File: src/rtl/conv_pe_sequencer_if.sv
// Handshake bundle between the ifmap source, the sequencer and the psum/ofmap writer.
interface conv_pe_sequencer_if #(
   parameter int W = 8
);
   logic         in_valid;
   logic         in_ready;
   logic [1:0]   infmap_value;
   logic         out_valid;
   logic         out_ready;
   logic [W-1:0] outpsum;

   modport master (
      output in_valid, infmap_value, out_ready,
      input  in_ready, out_valid, outpsum
   );

   modport slave (
      input  in_valid, infmap_value, out_ready,
      output in_ready, out_valid, outpsum
   );
endinterface

File: src/rtl/conv_pe_sequencer.sv
// Sliding-window convolution sequencer: one PE MAC per cycle over a K-tap kernel of
// 2-bit signed weights, one ofmap psum per accepted ifmap value once the window is full.
module conv_pe_sequencer #(
   parameter int CONVOLUTION_DATA_WIDTH = 8,
   parameter int KERNEL_SIZE            = 3
) (
   input  logic                      clk,
   input  logic                      reset,
   input  logic                      weight_load,
   input  logic [2*KERNEL_SIZE-1:0]  weight_in,
   output logic                      busy,
   conv_pe_sequencer_if.slave        bus
);
   localparam int W  = CONVOLUTION_DATA_WIDTH;
   localparam int K  = KERNEL_SIZE;
   localparam int TW = $clog2(K);
   localparam int FW = $clog2(K + 1);

   typedef enum logic [1:0] {IDLE, ACCUM, OUTPUT} state_e;

   state_e              state_q, state_d;
   logic [K-1:0][1:0]   w_q, w_d;
   logic [K-1:0][1:0]   win_q, win_d;
   logic [FW-1:0]       fill_q, fill_d;
   logic [TW-1:0]       tap_q, tap_d;
   logic [W-1:0]        acc_q, acc_d;

   logic signed [3:0]   w_ext, x_ext, prod;
   logic signed [W-1:0] prod_ext;

   // Products lie in [-2,4], so a 4-bit signed product is exact before widening to W.
   assign w_ext    = {{2{w_q[tap_q][1]}}, w_q[tap_q]};
   assign x_ext    = {{2{win_q[tap_q][1]}}, win_q[tap_q]};
   assign prod     = w_ext * x_ext;
   assign prod_ext = W'(prod);

   assign bus.outpsum = acc_q;
   assign busy        = (state_q != IDLE);

   always_ff @(posedge clk or posedge reset) begin
      if (reset) begin
         state_q <= IDLE;
         w_q     <= '0;
         win_q   <= '0;
         fill_q  <= '0;
         tap_q   <= '0;
         acc_q   <= '0;
      end else begin
         state_q <= state_d;
         w_q     <= w_d;
         win_q   <= win_d;
         fill_q  <= fill_d;
         tap_q   <= tap_d;
         acc_q   <= acc_d;
      end
   end

   always_comb begin
      state_d       = state_q;
      w_d           = w_q;
      win_d         = win_q;
      fill_d        = fill_q;
      tap_d         = tap_q;
      acc_d         = acc_q;
      bus.in_ready  = 1'b0;
      bus.out_valid = 1'b0;
      unique case (state_q)
         IDLE: begin
            // A weight load wins over a same-cycle ifmap value, which is refused.
            bus.in_ready = !weight_load;
            if (weight_load) begin
               w_d    = weight_in;
               win_d  = '0;
               fill_d = '0;
            end else if (bus.in_valid) begin
               win_d  = {bus.infmap_value, win_q[K-1:1]};
               fill_d = (fill_q == FW'(K)) ? fill_q : fill_q + FW'(1);
               if (fill_d == FW'(K)) begin
                  acc_d   = '0;
                  tap_d   = '0;
                  state_d = ACCUM;
               end
            end
         end
         ACCUM: begin
            acc_d = acc_q + prod_ext;
            tap_d = tap_q + TW'(1);
            if (tap_q == TW'(K - 1)) state_d = OUTPUT;
         end
         OUTPUT: begin
            bus.out_valid = 1'b1;
            if (bus.out_ready) state_d = IDLE;
         end
         default: state_d = IDLE;
      endcase
   end
endmodule

File: src/flat_wrapper.sv
// flat-port wrapper written by rule: the top's interface ports become plain ports
module conv_pe_sequencer_flat 
#(
   parameter int CONVOLUTION_DATA_WIDTH = 8,
   parameter int KERNEL_SIZE            = 3
)
  (clk, reset, weight_load, weight_in, busy, bus_in_valid, bus_infmap_value, bus_out_ready, bus_in_ready, bus_out_valid, bus_outpsum);
  conv_pe_sequencer_if #(.W(8)) bus_i ();
  input  logic clk;
  input  logic reset;
  input  logic weight_load;
  input  logic [2*KERNEL_SIZE-1:0] weight_in;
  output logic busy;
  input wire logic [$bits(bus_i.in_valid)-1:0] bus_in_valid;
  input wire logic [$bits(bus_i.infmap_value)-1:0] bus_infmap_value;
  input wire logic [$bits(bus_i.out_ready)-1:0] bus_out_ready;
  output wire logic [$bits(bus_i.in_ready)-1:0] bus_in_ready;
  output wire logic [$bits(bus_i.out_valid)-1:0] bus_out_valid;
  output wire logic [$bits(bus_i.outpsum)-1:0] bus_outpsum;
  assign bus_i.in_valid = bus_in_valid;
  assign bus_i.infmap_value = bus_infmap_value;
  assign bus_i.out_ready = bus_out_ready;
  assign bus_in_ready = bus_i.in_ready;
  assign bus_out_valid = bus_i.out_valid;
  assign bus_outpsum = bus_i.outpsum;
  conv_pe_sequencer #(.CONVOLUTION_DATA_WIDTH(CONVOLUTION_DATA_WIDTH), .KERNEL_SIZE(KERNEL_SIZE)) u_core (.clk(clk), .reset(reset), .weight_load(weight_load), .weight_in(weight_in), .busy(busy), .bus(bus_i));
endmodule
File: config.mk
export PLATFORM = sky130hd
export DESIGN_NAME = conv_pe_sequencer_flat
export DESIGN_NICKNAME = d
export VERILOG_FILES = /design/src/rtl/conv_pe_sequencer_if.sv /design/src/rtl/conv_pe_sequencer.sv /design/src/flat_wrapper.sv
export SDC_FILE = /design/constraint.sdc
export NUM_CORES = 1
export LEC_CHECK = 0
export ABC_CLOCK_PERIOD_IN_PS = 4300
export CORE_ASPECT_RATIO = 0.6
export CORE_MARGIN = 2
export CORE_UTILIZATION = 35
export DETAILED_ROUTE_END_ITERATION = 10
export GPL_TIMING_DRIVEN = 0
export SETUP_SLACK_MARGIN = 0.1
export SLEW_MARGIN = 20
export SYNTH_ARGS = -nofsm -noshare
export SYNTH_HDL_FRONTEND = slang
export SYNTH_SLANG_ARGS = --single-unit
File: constraint.sdc
create_clock -name clk -period 4.3 [get_ports clk]
set_input_delay 0.86 -clock clk [delete_from_list [all_inputs] [get_ports clk]]
set_output_delay 0.86 -clock clk [all_outputs]
set_load 0.02 [all_outputs]
* Word level (Yosys, flattened, before mapping) *
Index checks and enable logic that the tools add are counted.

storage, ports and cells
  memory bits (read-only) = 0
  logic and storage cells = 59
  memories = 0
  bits in latches = 0
  input bits = 13
  register bits = 26
  bits in writable memories = 0

operators by class
  multiplexer cells = 25
  equality and inequality tests = 10
  shift operators = 0
  reduce and logical (&&, ||, !) cells = 9
  $mul = 1
  bitwise logic cells = 0
  add/subtract/negate cells = 3
  div/mod/pow operators = 0
  $lt $le $gt $ge = 1

operators by type and width
  kind                 count
  $mux 2               13
  $mux 8               3
  $pmux 8 s2           1
  $mux 6               2
  $add 8x8->8          1
  $bmux 2 s2           2
  $eq 2x2->1 const B   4
  $ne 2x2->1 const B   3
  $pmux 2 s3           1
  $reduce_bool 2->1    3
  $reduce_and 5->1     1
  $add 2x1->2 const B  2
  $mul 2x2->4          1
  $ne 2x1->1 const B   2
  $pmux 2 s2           1
  $reduce_and 2->1     2
  $reduce_and 4->1     1
  $lt 2x3->1 const B   1
  $eq 2x1->1 const B   1
  $logic_not 2->1      1
  $mux 1               2
  $logic_not 1->1      1

* Longest topological paths before layout *
  depth in word-level cells = 7
  gate-level depth with buffers = 16
  gate-level depth less buffers = 15

* Least setup slack after synthesis *
No wires, ideal clock.

  kind = register to register
  start point = register u_core.tap_q[1]
  end point = register u_core.acc_q[7] (netlist: u_core.bus.outpsum[7])
  stages on the path, launching flop included = 17
  data required time = 4.218 ns
  setup slack = 1.250 ns
  data arrival time = 2.967 ns
  clock period less this slack = 3.050 ns
  path through = dfrtp_1 -> buf_2 -> mux2i_1 -> o22a_1 -> inv_2 -> and2_1 -> fa_1 -> inv_1 -> fa_1 -> inv_1 -> ha_1 -> o211ai_1 -> o21ai_2 -> o31ai_4 -> xor2_1 -> a21oi_1 -> o22ai_1

between the ends
  longest elaborated chain between the ends = 5
  elaborated cells on any way between the ends = 7
  classes of those cells = add/sub (1); mul (1); mux (5)

ends and longest elaborated chain
  element                               line                                              RTL
  from (decl)                           conv_pe_sequencer.sv:25                           logic [TW-1:0] tap_q, tap_d;
  from (signal assigned)                conv_pe_sequencer.sv:53                           tap_q <= tap_d;
  $bmux 2 s2, on equally long branches  conv_pe_sequencer.sv:32, conv_pe_sequencer.sv:33
  $mux 2, on equally long branches      conv_pe_sequencer.sv:32, conv_pe_sequencer.sv:33
  $mul 2x2->4 *                         conv_pe_sequencer.sv:34                           assign prod = w_ext * x_ext;
  $add 8x8->8 *                         conv_pe_sequencer.sv:86                           acc_d = acc_q + prod_ext;
  $pmux 8 s2 *                          conv_pe_sequencer.sv:67                           unique case (state_q)
  to (signal assigned)                  conv_pe_sequencer.sv:47                           acc_q <= '0;
  to (signal assigned)                  conv_pe_sequencer.sv:54                           acc_q <= acc_d;
  to (decl)                             conv_pe_sequencer.sv:26                           logic [W-1:0] acc_q, acc_d;

Mark *: on every way between the ends. The rest lies on a longest branch, timed or not. The select of a mux whose other input is x is not followed.
A chain may end at the register's enable or synchronous reset.

* Final worst setup path *
  start point = register u_core.tap_q[0]
  end point = register u_core.acc_q[7] (netlist: u_core.bus.outpsum[7])

Same word-level chain as after synthesis.

==> reports/results.env <==
OUTCOME='complete, no violations'
AREA_TAKEN_BY_MULTI_INPUT_LOGIC_GATES_UM2=831
PLACE_HPWL_MM=2.44
DESIGN_AREA_MM2=0.00191
SYNTH_TOP_FLOP_CELL='sky130_fd_sc_hd__dfrtp_1'
TIMING.CRITICAL_PATH.ARRIVAL_NS=3.54
POWER.SHARE.COMBINATIONAL_PCT=46.8
HOLD_PATH_CLASS='register to register'
CTS_RESIZED=0
YOSYS.AREA.TOP_TYPE='sky130_fd_sc_hd__dfrtp_1'
POWER_FRAC_CLOCK_PCT=15.7
FILLCELLCOUNT=414
DRIVE_ABOVE_1_SHARE_PCT=8.60
CP_SLOWEST_CELL='sky130_fd_sc_hd__fa_1'
DRTANTENNAVIOLNETS=0
FINALWORSTPATHREQUIREDPERIOD_NS=3.34
MAX_CLOCK_FREQ_MHz=299
HOLD_WS_NS=0.491
INITIAL_CORE_UTILIZATION_PCT=37.1
END_KIND='register'
CORE.ROWCOUNT=18
NETLIST_AREA_MM2=0.00156
POWER.SWITCHING_FRACTION_PCT=38.7
GRT_UTIL_ALL_LAYERS_PCT=12.9
CRITPATHMAXFANOUT=9
CRIT_TYPE='register to register'
DPL_CELL_AREA_MM2=0.00185
DETAIL_ROUTE.ITER0.VIOLATIONS=69
POWER.SEQUENTIAL.FRACTION_PCT=37.5
SYN_TO_FINAL_GROWTH_PCT=22.5
FIRST_PASS_DRT_ITERATIONS=6
CRIT_PATH_CELL_TRACE='clkbuf_1 -> inv_1 -> nor2_1 -> a21oi_1 -> nor2_1 -> fa_1 -> inv_1 -> fa_1 -> ha_1 -> a21oi_1 -> o21ai_2 -> o31ai_4 -> xor2_1 -> a21oi_1 -> o22ai_1'
GRT_PASS1_WL_MM=5.27
VIAS_IN_THE_FIRST_GLOBAL_ROUTE=1174
RRSETUPSLACK_NS=0.96
OVERALL_DIE_WIDTH_UM=90.1
INSERTEDDIODECOUNT=0
SLEW_HEADROOM_PCT=38.0
TIMING_WORST_SLEW_PIN_VALUE_NS=0.924
ASYNC_FLOP_SHARE_PCT=100
SETUP_REPAIR_AFTER_GLOBAL_ROUTING_MISSED_ITS_MARGIN='no'
CLOCK_SINKS=26
NET-SWITCHING-POWER_mW=0.383
INTERNAL_POWER_COMPONENT_mW=0.608
ANTENNA_VIOLATIONS_BEFORE_REPAIR=0
LEAKAGE_nW=0.833
CP.REQUIRED_NS=4.50
CLK_PATH_BUF_DEPTH=2
MOST_AREA_CONSUMING_CELLS_AFTER_SYNTHESIS='sky130_fd_sc_hd__dfrtp_1 (42%), sky130_fd_sc_hd__ha_1 (6.4%), sky130_fd_sc_hd__a21oi_1 (3.9%)'
SETUP-TNS-FINAL_NS=0
POSTROUTEWIRELENGTH_MM=3.09
GLOBALROUTE.TOTALOVERFLOW=0
SYN_AVG_CELL_AREA_UM2=9.72
WORST_SETUP_PATH_START_KIND='register'
DIE-AREA_MM2=0.00501
YS_WARN_COUNT=0
SYNTH_TOP_CELL_AREA_SHARE_PCT=41.8
PLACE_CONGESTION=0.777
CTS-HTREE-LEVELS=1
DETAILEDPLACE.WORSTSLACK_NS=0.969
FINISH.UTILIZATION_PCT=45.5
CORE_MM2=0.00419
DETAIL_ROUTE.DRC_VIOLATIONS=0
CTS_HOLD_BUFFERS=0
FINAL.SETUP_SKEW_NS=0.0103
NUMCTSBUFFERS=3
TIMING.CRITICAL_PATH.SLOWEST_CELL_DELAY_NS=0.49
TOTALPOWERFINAL_mW=0.991
POST_SYNTH_INST_COUNT=160
SYNTH_SEQ_AREA_SHARE_PCT=41.8
SYNTH_EDF_COUNT=0
MAXCAPVIOLCOUNT=0
PORTS=24
CLK_LATENCY_NS=0.27
POWER_DENSITY_mW_PER_MM2=520
SYNTH.DISTINCT_CELLS=36
FINALMAXSLEWVIOLATIONS=0
DESIGN.FINAL.NETS=211
FINALHOLDVIOLATIONS=0
PLACED_CELLS=242
FINISH.CELL_COUNT_WITHOUT_FILLERS=246
ROUTE.VIAS.TOTAL=1178
TRITONCTS_CLOCK_TREE='yes'
IR_DROP_uV=178
SETUP-VIOLATIONS-FINAL=0
CTS_SETUP_BUFFERS=0
CLK_PIN_SLEW_WORST_PATHS_NS=0.09
CPMOSTUSEDCELL='sky130_fd_sc_hd__a21oi_1'
YS_SEQ_ELEMENTS=26
SYNTH_FP_NETS=184
FINALWORSTSETUPSLACK_NS=0.956
ROUTED_WIRE_LENGTH_PER_INSTANCE_UM=12.6
POST_DRT_VIA_CELL_RATIO=4.79
GRT_MAX_DEGREE=27
LAYOUT.AREA.SEQ_UM2=651
PLACEMENT.IO_BUFFERS=22
CLOCK-ROOT-BUFFER='sky130_fd_sc_hd__clkbuf_8'
TIMING.FINAL.CRIT_SHARE_PCT=77.8
DIE_H_UM=55.6
power by group through the flow:
stage,logic [mW],clock network [mW],registers (mW)
floorplan,0.316,0,0.385
CTS,0.471,0.162,0.373
finish,0.464,0.155,0.372
global placement,0.454,0,0.374
detailed placement,0.470,0,0.378
global route,0.522,0.173,0.383
layout make-up:
class | count | area share (%)
inverter | 14 | 2.76
clock buffer | 4 | 2.89
multi-input combinational | 115 | 43.6
tap | 60 | 3.94
buffer | 5 | 1.12
timing repair buffer | 22 | 11.6
sequential | 26 | 34.1
path summary, 6_finish.rpt:
| check | startpoint | endpoint | cells past startpoint |
|---|---|---|---|
| min in group asynchronous | reset | u_core.fill_q[1] | 2 |
| min reg2reg | u_core.w_q[0] | u_core.w_q[0] | 1 |
| min | u_core.w_q[0] | u_core.w_q[0] | 1 |
| max | u_core.tap_q[0] | u_core.bus.outpsum[7] | 15 |
| max in group asynchronous | reset | u_core.win_q[2] | 2 |
| max reg2reg | u_core.tap_q[0] | u_core.bus.outpsum[7] | 15 |
sequential cells by signal (all words and copies together), names as in the netlist:
name	flops
u_core.bus.outpsum	8
u_core.fill_q	2
u_core.state_q	2
u_core.tap_q	2
u_core.w_q	6
u_core.win_q	6
placed cells by master, fill, tap and decap left out:
master and instances:
sky130_fd_sc_hd__nor2b_1 7, sky130_fd_sc_hd__and2_1 3, sky130_fd_sc_hd__ha_1 8, sky130_fd_sc_hd__o21ai_2 1
sky130_fd_sc_hd__nand2b_1 5, sky130_fd_sc_hd__a21oi_1 12, sky130_fd_sc_hd__o211ai_1 1, sky130_fd_sc_hd__mux2i_1 4
sky130_fd_sc_hd__a211oi_2 1, sky130_fd_sc_hd__inv_2 3, sky130_fd_sc_hd__clkbuf_1 3, sky130_fd_sc_hd__a31oi_1 2
sky130_fd_sc_hd__dfrtp_1 26, sky130_fd_sc_hd__buf_2 2, sky130_fd_sc_hd__a21o_1 1, sky130_fd_sc_hd__clkbuf_8 4
sky130_fd_sc_hd__and3_1 1, sky130_fd_sc_hd__clkdlybuf4s50_1 22, sky130_fd_sc_hd__a32o_1 1, sky130_fd_sc_hd__xnor2_1 2
sky130_fd_sc_hd__and2b_1 1, sky130_fd_sc_hd__o31ai_4 1, sky130_fd_sc_hd__o21bai_4 1, sky130_fd_sc_hd__nor2_2 1
sky130_fd_sc_hd__o21ai_1 6, sky130_fd_sc_hd__fa_1 3, sky130_fd_sc_hd__a22o_1 2, sky130_fd_sc_hd__o22ai_1 1
sky130_fd_sc_hd__xor2_1 3, sky130_fd_sc_hd__o22a_1 3, sky130_fd_sc_hd__clkinv_1 1, sky130_fd_sc_hd__nand3_1 1
sky130_fd_sc_hd__o21ai_0 12, sky130_fd_sc_hd__nor2_1 8, sky130_fd_sc_hd__nor2_4 1, sky130_fd_sc_hd__inv_1 10
sky130_fd_sc_hd__mux2_2 1, sky130_fd_sc_hd__nand2_1 16, sky130_fd_sc_hd__mux2_1 5
critical path: cells and delay by family (launching register included):
| kind | cells | cell delay [ns] |
|---|---|---|
| buffers and inverters | 3 | 0.48 |
| xor gates and xnor gates | 1 | 0.21 |
| adders and majority gates | 3 | 1.08 |
| AOI/OAI and AO/OA | 6 | 0.79 |
| DFF | 1 | 0.33 |
| and+or+nand+nor | 2 | 0.37 |
metal layers:
metal | vias to the layer above | global-route usage (%) | routed length (um)
li1 | 599 | - | -
met1 | 552 | 17.6 | 1600
met2 | 25 | 20.7 | 1330
met3 | 2 | 3.25 | 122
met4 | 0 | 3.52 | 32
met5 | - | 0 | 0
logic make-up (layout without fill, tap and decap cells):
kind of cell / count (synthesis) / in the layout / synth area share (%)
AOI/OAI and AO/OA: 45 / 45 / 19.2
and+or+nand+nor: 44 / 44 / 14.2
muxes: 10 / 10 / 6.92
DFF: 26 / 26 / 41.8
adders and majority gates: 11 / 11 / 10.3
xor gates and xnor gates: 5 / 5 / 2.82
buffers and inverters: 19 / 45 / 4.75
synth_stat cells (2+ instances only):
library cell,instances
sky130_fd_sc_hd__a21oi_1,12
sky130_fd_sc_hd__inv_2,3
sky130_fd_sc_hd__and2_1,3
sky130_fd_sc_hd__buf_2,2
sky130_fd_sc_hd__nor2b_1,7
sky130_fd_sc_hd__nand2b_1,5
sky130_fd_sc_hd__clkbuf_1,3
sky130_fd_sc_hd__mux2_1,5
sky130_fd_sc_hd__fa_1,3
sky130_fd_sc_hd__o21ai_0,12
sky130_fd_sc_hd__o22a_1,3
sky130_fd_sc_hd__mux2i_1,4
sky130_fd_sc_hd__dfrtp_1,26
sky130_fd_sc_hd__nor2_1,8
sky130_fd_sc_hd__xnor2_1,2
sky130_fd_sc_hd__a31oi_1,2
sky130_fd_sc_hd__ha_1,8
sky130_fd_sc_hd__nand2_1,16
sky130_fd_sc_hd__inv_1,11
sky130_fd_sc_hd__a22o_1,2
sky130_fd_sc_hd__xor2_1,3
sky130_fd_sc_hd__o21ai_1,6
Power figures use the tool's default switching activity.
